### src/rtl/muldiv_pkg.sv
// Shared types and constants for the multiply/divide issue controller.
// Consumers: muldiv_issue_ctrl, muldiv_watchdog (only when MULDIV_TIMEOUT_EN is defined).

package muldiv_pkg;

    localparam int unsigned DEFAULT_WIDTH = 32;

    localparam logic MD_OP_MULT = 1'b0;
    localparam logic MD_OP_DIV  = 1'b1;

    // Value a divider core typically leaves on HI/LO after a zero divisor.
    localparam logic [31:0] DIV0 = 32'h7FFFFFFF;

    typedef enum logic [1:0] {
        IDLE,
        ARM,
        WAIT
    } state_e;

endpackage

### src/rtl/muldiv_watchdog.sv
// WAIT-state cycle counter for the multiply/divide issue controller.
// Instantiated only when MULDIV_TIMEOUT_EN is defined.

module muldiv_watchdog #(
    parameter int unsigned TIMEOUT_CYCLES = 48,
    parameter int unsigned CNT_W          = 7
) (
    input  logic clock,
    input  logic reset,
    input  logic clear,
    input  logic enable,
    output logic expired
);

    logic [CNT_W-1:0] cnt_q;

    always_ff @(posedge clock) begin
        if (reset || clear) begin
            cnt_q <= '0;
        end else if (enable) begin
            cnt_q <= cnt_q + CNT_W'(1);
        end
    end

    // Fires on the last allowed WAIT cycle, so the abort edge lands exactly TIMEOUT_CYCLES in.
    assign expired = enable && (cnt_q == CNT_W'(TIMEOUT_CYCLES - 1));

endmodule

### src/rtl/muldiv_issue_ctrl.sv
// Initiator side of the multiply/divide core interface: latches a request, runs the core,
// captures HI/LO. Optional WAIT watchdog is enabled by defining MULDIV_TIMEOUT_EN.

module muldiv_issue_ctrl
    import muldiv_pkg::*;
#(
    parameter int unsigned WIDTH          = DEFAULT_WIDTH,
    parameter int unsigned TIMEOUT_CYCLES = 48,
    parameter int unsigned CNT_W          = 7
) (
    input  logic             clock,
    input  logic             reset,
    input  logic             req_valid,
    input  logic             req_op,
    input  logic [WIDTH-1:0] req_a,
    input  logic [WIDTH-1:0] req_b,
    output logic             req_ready,
    output logic             busy,
    input  logic             rd_sel,
    output logic [WIDTH-1:0] rd_data,
    output logic [WIDTH-1:0] hi_q,
    output logic [WIDTH-1:0] lo_q,
    output logic             resp_valid,
    output logic             div0,
    output logic             timeout,
    output logic             md_op,
    output logic [WIDTH-1:0] md_a,
    output logic [WIDTH-1:0] md_b,
    output logic             md_reset,
    input  logic [WIDTH-1:0] md_hi,
    input  logic [WIDTH-1:0] md_lo,
    input  logic             md_done,
    input  logic             md_divby0
);

    if ((1 << CNT_W) <= TIMEOUT_CYCLES) begin : g_bad_cnt_w
        $error("CNT_W too narrow for TIMEOUT_CYCLES");
    end

    state_e           state_q, state_d;
    logic             op_q;
    logic [WIDTH-1:0] a_q, b_q;
    logic             accept;
    logic             capture;
    logic             resp_valid_d;
    logic             div0_d;

    assign accept    = (state_q == IDLE) && req_valid;
    assign req_ready = (state_q == IDLE);
    assign busy      = (state_q != IDLE);
    // Holding the core in reset while idle also clears any sticky done from the last op.
    assign md_reset  = (state_q == IDLE);
    assign md_op     = op_q;
    assign md_a      = a_q;
    assign md_b      = b_q;
    assign rd_data   = rd_sel ? lo_q : hi_q;

`ifdef MULDIV_TIMEOUT_EN
    logic wd_expired;
    logic timeout_d;
    logic timeout_q;

    muldiv_watchdog #(
        .TIMEOUT_CYCLES (TIMEOUT_CYCLES),
        .CNT_W          (CNT_W)
    ) u_watchdog (
        .clock   (clock),
        .reset   (reset),
        .clear   (state_q == ARM),
        .enable  (state_q == WAIT),
        .expired (wd_expired)
    );

    always_ff @(posedge clock) begin
        if (reset) begin
            timeout_q <= 1'b0;
        end else begin
            timeout_q <= timeout_d;
        end
    end

    assign timeout = timeout_q;
`else
    assign timeout = 1'b0;
`endif

    always_comb begin
        state_d      = state_q;
        capture      = 1'b0;
        resp_valid_d = 1'b0;
        div0_d       = 1'b0;
`ifdef MULDIV_TIMEOUT_EN
        timeout_d    = 1'b0;
`endif
        unique case (state_q)
            IDLE: begin
                if (req_valid) begin
                    state_d = ARM;
                end
            end
            // A stale done may still be visible here; it is deliberately ignored.
            ARM: begin
                state_d = WAIT;
            end
            WAIT: begin
                if (md_done) begin
                    state_d      = IDLE;
                    resp_valid_d = 1'b1;
                    if ((op_q == MD_OP_DIV) && md_divby0) begin
                        div0_d = 1'b1;
                    end else begin
                        capture = 1'b1;
                    end
                end
`ifdef MULDIV_TIMEOUT_EN
                else if (wd_expired) begin
                    state_d   = IDLE;
                    timeout_d = 1'b1;
                end
`endif
            end
            default: begin
                state_d = IDLE;
            end
        endcase
    end

    always_ff @(posedge clock) begin
        if (reset) begin
            state_q    <= IDLE;
            op_q       <= MD_OP_MULT;
            a_q        <= '0;
            b_q        <= '0;
            hi_q       <= '0;
            lo_q       <= '0;
            resp_valid <= 1'b0;
            div0       <= 1'b0;
        end else begin
            state_q    <= state_d;
            resp_valid <= resp_valid_d;
            div0       <= div0_d;
            if (accept) begin
                op_q <= req_op;
                a_q  <= req_a;
                b_q  <= req_b;
            end
            if (capture) begin
                hi_q <= md_hi;
                lo_q <= md_lo;
            end
        end
    end

endmodule
### config.mk
export PLATFORM = sky130hd
export DESIGN_NAME = muldiv_issue_ctrl
export DESIGN_NICKNAME = d
export VERILOG_FILES = /design/src/rtl/muldiv_pkg.sv /design/src/rtl/muldiv_watchdog.sv /design/src/rtl/muldiv_issue_ctrl.sv
export SDC_FILE = /design/constraint.sdc
export NUM_CORES = 1
export LEC_CHECK = 0
export BUFFER_PORTS_ARGS = -buffer_cell sky130_fd_sc_hd__buf_2
export CAP_MARGIN = 20
export CORE_MARGIN = 2
export CORE_UTILIZATION = 41
export DETAILED_ROUTE_END_ITERATION = 8
export PLACE_DENSITY = 0.87
export SYNTH_ARGS = -nofsm -noshare
export SYNTH_HDL_FRONTEND = slang
export SYNTH_HIERARCHICAL = 1
export SYNTH_SLANG_ARGS = --single-unit
### constraint.sdc
create_clock -name clock -period 1.5 [get_ports clock]
set_clock_uncertainty 0.15 [all_clocks]
set_input_delay 0.225 -clock clock [delete_from_list [all_inputs] [get_ports clock]]
set_output_delay 0.225 -clock clock [all_outputs]
set_load 0.05 [all_outputs]
# == Word level (Yosys, flattened, before mapping) ==
# Index checks and enable logic that the tools add are counted.
# classes
n_eq_ne,4
mux,9
bitwise,2
reduce_logical,7
# ops
cell,n
$mux 32,1
$pmux 2 s3,1
$mux 1,5
$mux 2,2
$ne 2x2->1 const B,2
$reduce_or 3->1,1
$eq 2x1->1 const B,1
$eq 2x2->1 const B,1
$logic_and 1x1->1,2
$logic_not 2->1,1
$not 1->1,2
$reduce_and 2->1,1
$reduce_bool 2->1,1
$reduce_or 2->1,1
# word_totals
register_bits,133
inputBits,135
out_inout_bits,167

# == Depth between registers and ports, before layout ==
# Gate-level depths: netlist of run 1.
# logic_depth
word_depth,4
ltp_mapped,5
ltp_nobuf,3

# == Least setup slack after synthesis of run 1 ==
# Ideal clock, no wire load.
# synth_path
path_kind,reg-to-output
startpoint,register state_q[1]
endpoint,output port req_ready
arrival_ns,1.413
required_ns,1.125
path_slack_ns,-0.288
stages_incl_launch_ff,4
path_cell_list,dfxtp_1 -> or2_2 -> inv_1 -> buf_4
# synth_between
elab_chain_len,1
# synth_lines
item,line_no,text
start: declaration,muldiv_issue_ctrl.sv:40,"state_e state_q, state_d;"
start signal: assignment,muldiv_issue_ctrl.sv:139,state_q <= state_d;
$logic_not 2->1,--,
end: declaration,muldiv_issue_ctrl.sv:17,"output logic req_ready,"
# Every way passes these cells.

# == Worst setup path after layout of run 1 ==
# layout_path
startpoint,register state_q[0]
endpoint,output port req_ready
# layout_between
elab_chain_len,1
# layout_lines
item,line_no,text
$logic_not 2->1,muldiv_issue_ctrl.sv:49,assign req_ready = (state_q == IDLE);
# Every way passes these cells.

==> impl_results.md, run 1 <==
* Req. time, crit path at 1.12 ns
* Post-synth ARST share at 0%
* Antenna Violating Nets Remaining at 0
* Largest family of logic cells by synthesized area: simple AND/OR/NAND/NOR gates
* Initial DRC Count at slightly below 700
* Initial antenna violation count at 1
* Hold Slack at around 0.043 ns
* Final Max Slew Viols at 0
* Hold WC Path Type: input pin to flip-flop
* Main synth FF type: dfxtp_1
* Worst Setup SP: state_q[0]
* PortBufs at 300
* Most area-hungry cell type in the Yosys netlist: dfxtp_1
* Pleak at between 5 and 6 nW
* Cells along the critical path: buf_6 > or2_4 > clkinvlp_4 > buf_8
* Initial Utilization at between 40 and 50%
* Final non-filler cell total at 1311
* Tot GR Track Use at 32.14%
* Maxcap violations at 0
* Worst setup SP type: flip-flop
* Setup slack after layout at -0.2631 ns
* Filler cells at 583
* Die Wd at 121.7 um
* Final worst-path cycle share at 117.5%
* Post-layout util at 84.61%
* Grt ovf at 0
* Top post-synthesis cells by area: dfxtp_1 47%, nand2b_1 14%, mux2i_1 11%
* Commonest cells in the netlist: 133 x dfxtp_1, 130 x nand2_1, 128 x nand2b_1
* Pin count of the biggest net entering global routing at between 50 and 60
* Critical path type: flip-flop to output pin
* R2R Path End: lo_q[20]
* Mapped Cells at 613
* RSZ-0062 raised after global routing: true
* Seq cells post-synth at roughly 130
* CTS sink count at 133
* Worst EP arrival at 1.39 ns
* Cell Area, Synth at 5684 sq um
* Multi-input gate area at about 3300 sq um
* Simple-gate share of the synthesized area at 23.57%
* Total Wirelength at 30940 um
* Reg2Reg Launch Point: state_q[0]
* DRC at 0
* Clk slew on worst S/H paths at roughly 0.06 ns
* Compound-gate portion of the synthesized area at 5.811%
* Register area at 2745 sq um
* Avg Inst Size Synth at 9.273 sq um
* Adder-Cell Fraction of Synth Area at 0%
* Post-synth EDFFs at 0
* Area Overhead vs Synth at 104.2%
* Distinct cell type count after synthesis at 21
* Drt first pass iters at 5
* Cell row count at 43
* First-pass GRT wire length at 36670 um
* Fin Setup TNS at -20.80 ns
* Power, Total at 10.95 mW
* Placed Instances at 1066
* Die ar. at 14820 sq um
* Most common cell in the synthesized netlist: dfxtp_1
* Clock tree buffer depth at 2
* Routability cong. at 0.8007
* R2r worst-path depth at 6
* Ys Warns at 6
* Status: complete, but fails checks
* Seq/Total Area, Yosys at 46.84%
* Crit path max fanout at 3
* Mux share of post-synthesis cell area at 17.79%
* Fraction of layout cells with a size suffix above 1 at 56.90%
* Final net count at 1252
* Reg2reg setup slack at -0.26 ns
* Worst setup endpoint: req_ready
* XOR/XNOR share of the synthesized area at 0%
* CTS root buf: clkbuf_16
* CP peak stage delay at approximately 0.34 ns
* Worst Setup End Kind: output pin
* Number of global-route vias before repair at just under 7000
* Yosys top cell area share at 46.84%
* CTS tree: yes
* Die Y at 121.7 um
* Number of nets produced by synthesis at 748
* Core area at 13720 sq um
* Pwr Density at 943.6 nW/um^2
* Crit-path slowest cell: dfxtp_2
* Max H-tree Level at 4
* Routed wire per std cell at 23.60 um
* Num CTS Buffers at 17
* VDD IR max at 1084 uV
* Fmax at around 570 MHz
* Via density at 5.507
* Failing checks: negative setup slack
* Hpwl dp at roughly 11000 um
* Via count at 7220
* Final setup viols at roughly 170
* Clock latency at the later pin of the worst-skew pair at 0.41 ns
* I/O Pins at 302
* Final Hold Fails at 0
* Post-route minimum period at roughly 1.8 ns
## registers in the layout, summed over array words and instances (netlist names)
name and count:
resp_valid 1, state_q 2, hi_q 32, md_b 32, div0 1, md_a 32, md_op 1, lo_q 32
## cells in the final DEF, fill, tap and decap left out, types with 17 or more instances in the layout
| cell | n |
|---|---|
| a21oi_1 | 32 |
| a21oi_2 | 33 |
| buf_12 | 17 |
| buf_2 | 219 |
| buf_4 | 74 |
| buf_8 | 36 |
| clkbuf_16 | 31 |
| clkbuf_4 | 29 |
| dfxtp_1 | 67 |
| dfxtp_2 | 66 |
| dlygate4sd3_1 | 130 |
| mux2_4 | 30 |
| mux2i_1 | 53 |
| nand2_1 | 70 |
| nand2_2 | 32 |
| nand2_4 | 28 |
| nand2b_1 | 128 |
## worst min-delay path by stage
stage	start	to	slack, ns	cells past startpoint
2_1_floorplan	req_a[0]	md_a[0]	0.21	2
3_3_place_gp	md_a[31]	md_a[31]	0.29	2
3_5_place_dp	md_b[1]	md_b[1]	0.29	2
4_1_cts	md_done	state_q[1]	0.001	4
5_1_grt	md_done	state_q[1]	0.05	4
6_report	md_done	state_q[1]	0.04	4
## layer usage
layer,share of wire [%],routed length [um],global-route usage (%),up-vias
met5,0,0,0,-
met4,7.4,2292,14.80,0
met3,11,3315,11.66,219
met2,49,15100,56.60,627
met1,33,10230,34.21,3369
li1,-,-,-,3005
## repair_timing
item	4_1_cts	5_1_grt
pin swaps	3	49
gates resized for setup	212	211
hold buffers	130	0
gates cloned	7	15
buffers inserted	50	13
endpoints found under the setup margin	40	200
hold endpoints to repair	130	0
## area by class of cell
type	count	area share, %
Antenna cell	1	0.02156
Inverter	1	0.06468
Multi-Input combinational cell	431	28.77
Timing Repair Buffer	533	40.26
Clock buffer	19	3.816
Sequential cell	133	23.65
Clock inverter	13	1.477
Tap cell	180	1.940
## metrics by stage
step	instance area, sq um	worst slack [ns]
2_1_floorplan	5700	0.01144
3_3_place_gp	7438	0.03456
3_5_place_dp	7438	0.01087
4_1_cts	10520	-0.2642
5_1_grt	11610	-0.3074
6_report	11610	-0.2631
## cell families (layout without fill, tap and decap cells)
logic type	Yosys count	count (layout)
AOI/OAI and AO/OA	66	66
buffers and inverters	49	566
DFF	133	133
muxes	97	97
other	1	2
and+or+nand+nor	267	267
## critical path, delay by kind of cell, from the launching register on
| kind | cells | cell delay, ns |
|---|---|---|
| buffers and inverters | 3 | 0.38 |
| DFF | 1 | 0.34 |
| and+or+nand+nor | 1 | 0.26 |
## where the power goes
group          internal [mW]  leakage, nW  switching [mW]
Sequential              3.69         1.12           0.125
Clock                   2.69        0.295            1.74
Combinational           1.16         3.91            1.55
Total                   7.54         5.32            3.41
Note: power is estimated with default switching activity, not from simulation.
==> run 2: changes to the inputs <==
--- a/config.mk
+++ b/config.mk
@@ -10,7 +10,7 @@
 export CORE_MARGIN = 2
 export CORE_UTILIZATION = 41
 export DETAILED_ROUTE_END_ITERATION = 8
-export PLACE_DENSITY = 0.87
+export PLACE_DENSITY = 0.77
 export SYNTH_ARGS = -nofsm -noshare
 export SYNTH_HDL_FRONTEND = slang
 export SYNTH_HIERARCHICAL = 1
==> run 2 against run 1 <==
- the flow still finishes with violations (negative setup slack)
- worst hold slack better by 0.054 ns
- die area stayed put
- first-iteration DRC count is 14% lower
- cell count decreased by 0.31%
- critical path depth is the same
- fmax decreased by 1.9%
- sequential share of layout area is 0.59 points lower
- non-clock buffer count down 7
- design area up 2.6%
- critical path type unchanged
- largest cell class unchanged
==> impl_results.md, run 2 (synthesis results as in run 1) <==
* Status: complete, but fails checks
* Failing checks: negative setup slack
* Routability cong. at 0.7655 (-4.4%)
* CTS tree: yes
* Post-route minimum period at 1.798 ns (+0.03455 ns)
* Maxcap violations at 0 (unchanged)
* Tot GR Track Use at 29.73% (-2.4 points)
* Fmax at 556.3 MHz (-1.9%)
* Clock tree buffer depth at 2 (unchanged)
* Clock power frac at 41.7% (+1.3 points)
* CTS sink count at 133 (unchanged)
* Final setup viols at 180 (+7.1%)
* Final net count at 1246 (-0.48%)
* Initial antenna violation count at 3 (+2)
* Final worst-path cycle share at 119.8% (+2.3 points)
* Area Overhead vs Synth at 109.4%
* Critical path type: flip-flop to output pin
* Routed wire per std cell at 24.86 um (+5.4%)
* Num CTS Buffers at 17 (unchanged)
* First-pass GRT wire length at 34290 um (-6.5%)
* Cell Int Power at 7.776 mW (+3.1%)
* Final Max Slew Viols at 0 (unchanged)
* Flop pwr share at 33.7% (-1.2 points)
* Number of global-route vias before repair at 6724 (-2.3%)
* Cell row count at 43 (unchanged)
* Pwr Density at 963.7 nW/um^2 (+2.1%)
* Initial Utilization at 41.43% (unchanged)
* Filler cells at 550 (-5.7%)
* Post-route cell area at 11900 sq um (+2.6%)
* Switching part of the total at 32.22% (+1.0 points)
* Pleak at 5.489 nW (+3.2%)
* Most frequent cells in the layout: 197 x buf_2, 131 x dlygate4sd3_1, 128 x nand2b_1
* Placed Instance Area at 7336 sq um (-1.4%)
* Antenna Violating Nets Remaining at 0 (unchanged)
* Logic pwr share at 24.7% (about the same)
* Cells along the critical path: buf_6 > or2_4 > clkinvlp_4 > buf_8
* VDD IR max at 792.1 uV (-27%)
* I/O Pins at 302 (unchanged)
* Die ar. at 14820 sq um (unchanged)
* Hold WC Path Type: input pin to flip-flop
* Worst EP arrival at 1.42 ns (+0.03 ns)
* PortBufs at 300 (unchanged)
* Grt ovf at 0 (unchanged)
* Req. time, crit path at 1.12 ns (about the same)
* Drt first pass iters at 5 (unchanged)
* Via count at 7329 (+1.5%)
* Core area at 13720 sq um (unchanged)
* Max H-tree Level at 4 (unchanged)
* Worst Setup End Kind: output pin
* Die Wd at 121.7 um (unchanged)
* Switching Power at 3.696 mW (+8.2%)
* CTS root buf: clkbuf_16
* Worst setup SP type: flip-flop
* Die Y at 121.7 um (unchanged)
* Setup slack after layout at -0.2976 ns (-0.03455 ns)
* CP bufs+invs at 3 (unchanged)
* DRC at 0 (unchanged)
* Crit-path slowest cell: dfxtp_2
* Clock latency at the later pin of the worst-skew pair at 0.43 ns (+0.02 ns)
* Pin count of the biggest net entering global routing at 75 (+29%)
* Crit path max fanout at 3 (unchanged)
* Clk slew on worst S/H paths at 0.08 ns (+0.02 ns)
* Fraction of layout cells with a size suffix above 1 at 61.12% (+4.2 points)
* Commonest non-fill, non-tap cell in the layout: buf_2
* Via density at 5.607 (+1.8%)
* Final Hold Fails at 0 (unchanged)
* Hold Slack at 0.09713 ns (+0.05441 ns)
* Total Wirelength at 32500 um (+5.0%)
* Cell family with most CP delay: buffers and inverters
* Initial DRC Count at 599 (-14%)
* Hpwl dp at 10720 um (-4.7%)
* CP peak stage delay at 0.35 ns (about the same)
* Power, Total at 11.47 mW (+4.7%)
* RSZ-0062 raised after global routing: true
==> run 2: cell count changes in the layout (fill, tap and decap cells not counted), moves of 5 or more <==
cell and delta:
a21oi_1 -30, clkbuf_4 +22, mux2i_4 -5, a21oi_2 +30, buf_2 -22, nand2_4 +40, nand2_2 -11, mux2i_1 +9
buf_6 +9, nand2_1 -29, buf_4 -11, buf_16 -5
==> run 2: per-stage QoR <==
stage	util (%)	std cells	worst slack (ns)	TNS (ns)
6_report	86.77	1307	-0.2976	-29.60
5_1_grt	86.77	1307	-0.3069	-32.59
4_1_cts	75.56	1275	-0.2685	-15.59
3_5_place_dp	53.47	1059	-0.01278	-0.01278
3_3_place_gp	53.47	1059	0.01030	0
2_1_floorplan	-	613	0.01144	0
==> run 2: worst register-to-register path: cells and delay by family (launching register included) <==
family / cells / cell delay [ns]
DFF: 1 / 0.35
and+or+nand+nor: 2 / 0.34
AOI/OAI and AO/OA: 1 / 0.27
buffers and inverters: 4 / 0.57
==> run 2: worst paths after layout <==
path | startpoint | to | slack (ns) | cells past startpoint
hold reg to reg | md_a[19] | md_a[19] | 0.32 | 2
setup reg to reg | state_q[0] | md_a[17] | -0.29 | 7
hold / removal | md_done | resp_valid | 0.1 | 3
setup / recovery | state_q[0] | req_ready | -0.30 | 4
==> run 2: layout make-up <==
type                    instances  area, sq um  share of cell area (%)
inverters                       1        7.507                 0.06307
clock inverters                14        211.5                   1.776
diodes                          3        7.507                 0.06307
clock buffers                  18        439.2                   3.689
flip-flops and latches        133         2745                   23.06
repair buffers                526         4604                   38.68
well taps                     180        225.2                   1.892
multi-input cells             432         3664                   30.78
==> run 2: what timing repair did <==
item / CTS / global route
gates cloned: 4 / 23
setup buffers: 49 / 8
hold buffers: 131 / 0
setup endpoints to repair: 65 / 198
pin swaps: 2 / 120
hold endpoints to repair: 131 / 0
gates resized for setup: 204 / 321
==> run 2: power groups by stage <==
stage / combinational (mW) / sequential (mW) / clock (mW)
after floorplan: 0.625 / 4.35 / 0
after global placement: 1.56 / 3.84 / 0
after detailed placement: 1.57 / 3.85 / 0
after CTS: 2.04 / 3.77 / 4.67
after global routing: 2.88 / 3.86 / 4.93
final: 2.83 / 3.86 / 4.78
==> run 2: per-layer routing <==
metal | routed length [um] | track usage (%) | share of wire [%]
met1 | 10470 | 31.08 | 32
met2 | 15670 | 52.93 | 48
met3 | 3348 | 8.895 | 10
met4 | 3010 | 16.81 | 9.3
met5 | 0 | 0 | 0
==> run 3: changes to the inputs <==
--- a/config.mk
+++ b/config.mk
@@ -11,6 +11,7 @@
 export CORE_UTILIZATION = 41
 export DETAILED_ROUTE_END_ITERATION = 8
 export PLACE_DENSITY = 0.77
+export SETUP_SLACK_MARGIN = 0.05
 export SYNTH_ARGS = -nofsm -noshare
 export SYNTH_HDL_FRONTEND = slang
 export SYNTH_HIERARCHICAL = 1
==> run 3 against run 2 <==
- highest routed layer is now met5
- cell count rose by 1.4%
- the flow still finishes with violations (negative setup slack)
- sequential share of layout area fell by 0.44 points
- clock power fell by 2%
- critical path depth rose by 6
- flip-flop and latch count did not move
- power fell by 0.31%
- largest power group unchanged
==> impl_results.md, run 3 (synthesis results as in run 1) <==
* CTS sink count at 133 (unchanged)
* Final worst-path cycle share at 127.2% (+7.4 points)
* Worst EP arrival at 2.09 ns (+0.67 ns)
* Area Overhead vs Synth at 113.8%
* Drt first pass iters at 6 (+1)
* Clk slew on worst S/H paths at 0.07 ns (about the same)
* Final setup viols at 167 (-7.2%)
* Final Max Slew Viols at 0 (unchanged)
* Die Y at 121.7 um (unchanged)
* Routability cong. at 0.7994 (+4.4%)
* Crit path max fanout at 6 (+3)
* Grt ovf at 0 (unchanged)
* Hold WC Path Type: input pin to flip-flop
* DRC at 0 (unchanged)
* CTS root buf: clkbuf_16
* Setup slack after layout at -0.4087 ns (-0.1110 ns)
* Clock latency at the later pin of the worst-skew pair at 0.42 ns (about the same)
* First-pass GRT wire length at 39990 um (+17%)
* Status: complete, but fails checks
* Post-route cell area at 12150 sq um (+2.1%)
* Initial Utilization at 41.43% (unchanged)
* Placed Instance Area at 7388 sq um (+0.72%)
* Post-route minimum period at 1.909 ns (+0.1110 ns)
* Commonest non-fill, non-tap cell in the layout: buf_2
* Total Wirelength at 32450 um (-0.14%)
* Cell row count at 43 (unchanged)
* Failing checks: negative setup slack
* Post-layout util at 88.57% (+1.8 points)
* Worst Setup End Kind: flip-flop
* Clock tree buffer depth at 2 (unchanged)
* Final non-filler cell total at 1325 (+1.4%)
* Critical path type: flip-flop to flip-flop
* Fin Setup TNS at -34.81 ns (-5.210 ns)
* VDD IR max at 848.8 uV (+7.2%)
* Worst setup SP type: flip-flop
* Placed Instances at 1063 (+0.38%)
* CTS tree: yes
* Max H-tree Level at 4 (unchanged)
* Fraction of layout cells with a size suffix above 1 at 59.63% (-1.5 points)
* Most frequent cells in the layout: 192 x buf_2, 130 x dlygate4sd3_1, 128 x nand2b_1
* Pleak at 5.526 nW (+0.69%)
* Via density at 5.619 (+0.20%)
* Maxcap violations at 0 (unchanged)
* Die ar. at 14820 sq um (unchanged)
* Via count at 7445 (+1.6%)
* Number of global-route vias before repair at 7333 (+9.1%)
* Req. time, crit path at 1.68 ns (+0.56 ns)
* Pin count of the biggest net entering global routing at 62 (-17%)
* Hpwl dp at 10710 um (-0.11%)
* RSZ-0062 raised after global routing: true
* Die Wd at 121.7 um (unchanged)
* PortBufs at 300 (unchanged)
* Final Hold Fails at 0 (unchanged)
* Routed wire per std cell at 24.49 um (-1.5%)
* Initial DRC Count at 639 (+6.7%)
* Antenna Violating Nets Remaining at 0 (unchanged)
* Initial antenna violation count at 4 (+1)
* Fmax at 523.9 MHz (-5.8%)
* Tot GR Track Use at 35.23% (+5.5 points)
* I/O Pins at 302 (unchanged)
* Core area at 13720 sq um (unchanged)
* Num CTS Buffers at 17 (unchanged)
* Pwr Density at 941.1 nW/um^2 (-2.3%)
* Final net count at 1264 (+1.4%)
==> run 3: timing repair <==
item | 4_1_cts | 5_1_grt
endpoints found under the setup margin | 183 | 227
gates cloned | 20 | 7
hold endpoints to repair | 130 | 0
buffers inserted | 66 | 16
pin swaps | 42 | 64
resized for setup | 300 | 261
hold buffers | 130 | 0
==> run 3: power breakdown <==
part	leakage, nW	total [mW]	switching [mW]	internal (mW)
Sequential	1.12	3.84	0.151	3.69
Combinational	4.10	2.91	1.62	1.28
Clock	0.309	4.69	1.71	2.98
Total	5.53	11.4	3.48	7.95
==> run 3: metal layers <==
metal  track usage, %  part of all wire, %  vias up
li1                 -                    -     3035
met1            36.71                   33     3499
met2            62.50                   49      670
met3            9.597                  9.5      237
met4            22.13                  8.1        4
met5                0                0.068        -
==> run 3: through the flow <==
stage               total power, mW  hold WS (ns)  setup WS, ns
floorplan                     4.985        0.2035       0.01234
global placement              5.422        0.2882      0.004461
detailed placement            5.435        0.2941      -0.03586
CTS                           10.83       0.02271       -0.2521
global route                  11.70       0.07035       -0.4557
finish                        11.44       0.08377       -0.4087
==> run 3: cell type report <==
class                      count  area, sq um
inverter                       1        7.507
fill                         539         1568
clock inverter                10        168.9
antenna                        3        7.507
sequential                   133         2749
clock buffer                  22        484.2
multi-input combinational    431         3495
timing repair buffer         545         5015
tap                          180        225.2
==> run 3: worst max-delay path, stage by stage, from the launching register on <==
cell     delay [ns]
dfxtp_2        0.34
buf_6          0.12
buf_6          0.11
buf_6          0.11
nor3b_4        0.21
buf_6          0.15
buf_12         0.11
buf_12         0.11
buf_16         0.14
nand2_2        0.08
a21oi_1        0.18
==> run 3: final timing paths <==
check / startpoint / end / slack [ns] / cells after the start
min: md_done / state_q[1] / 0.08 / 4
min reg2reg: md_a[26] / md_a[26] / 0.32 / 2
max reg2reg: state_q[0] / md_a[4] / -0.41 / 10
max: state_q[0] / md_a[4] / -0.41 / 10
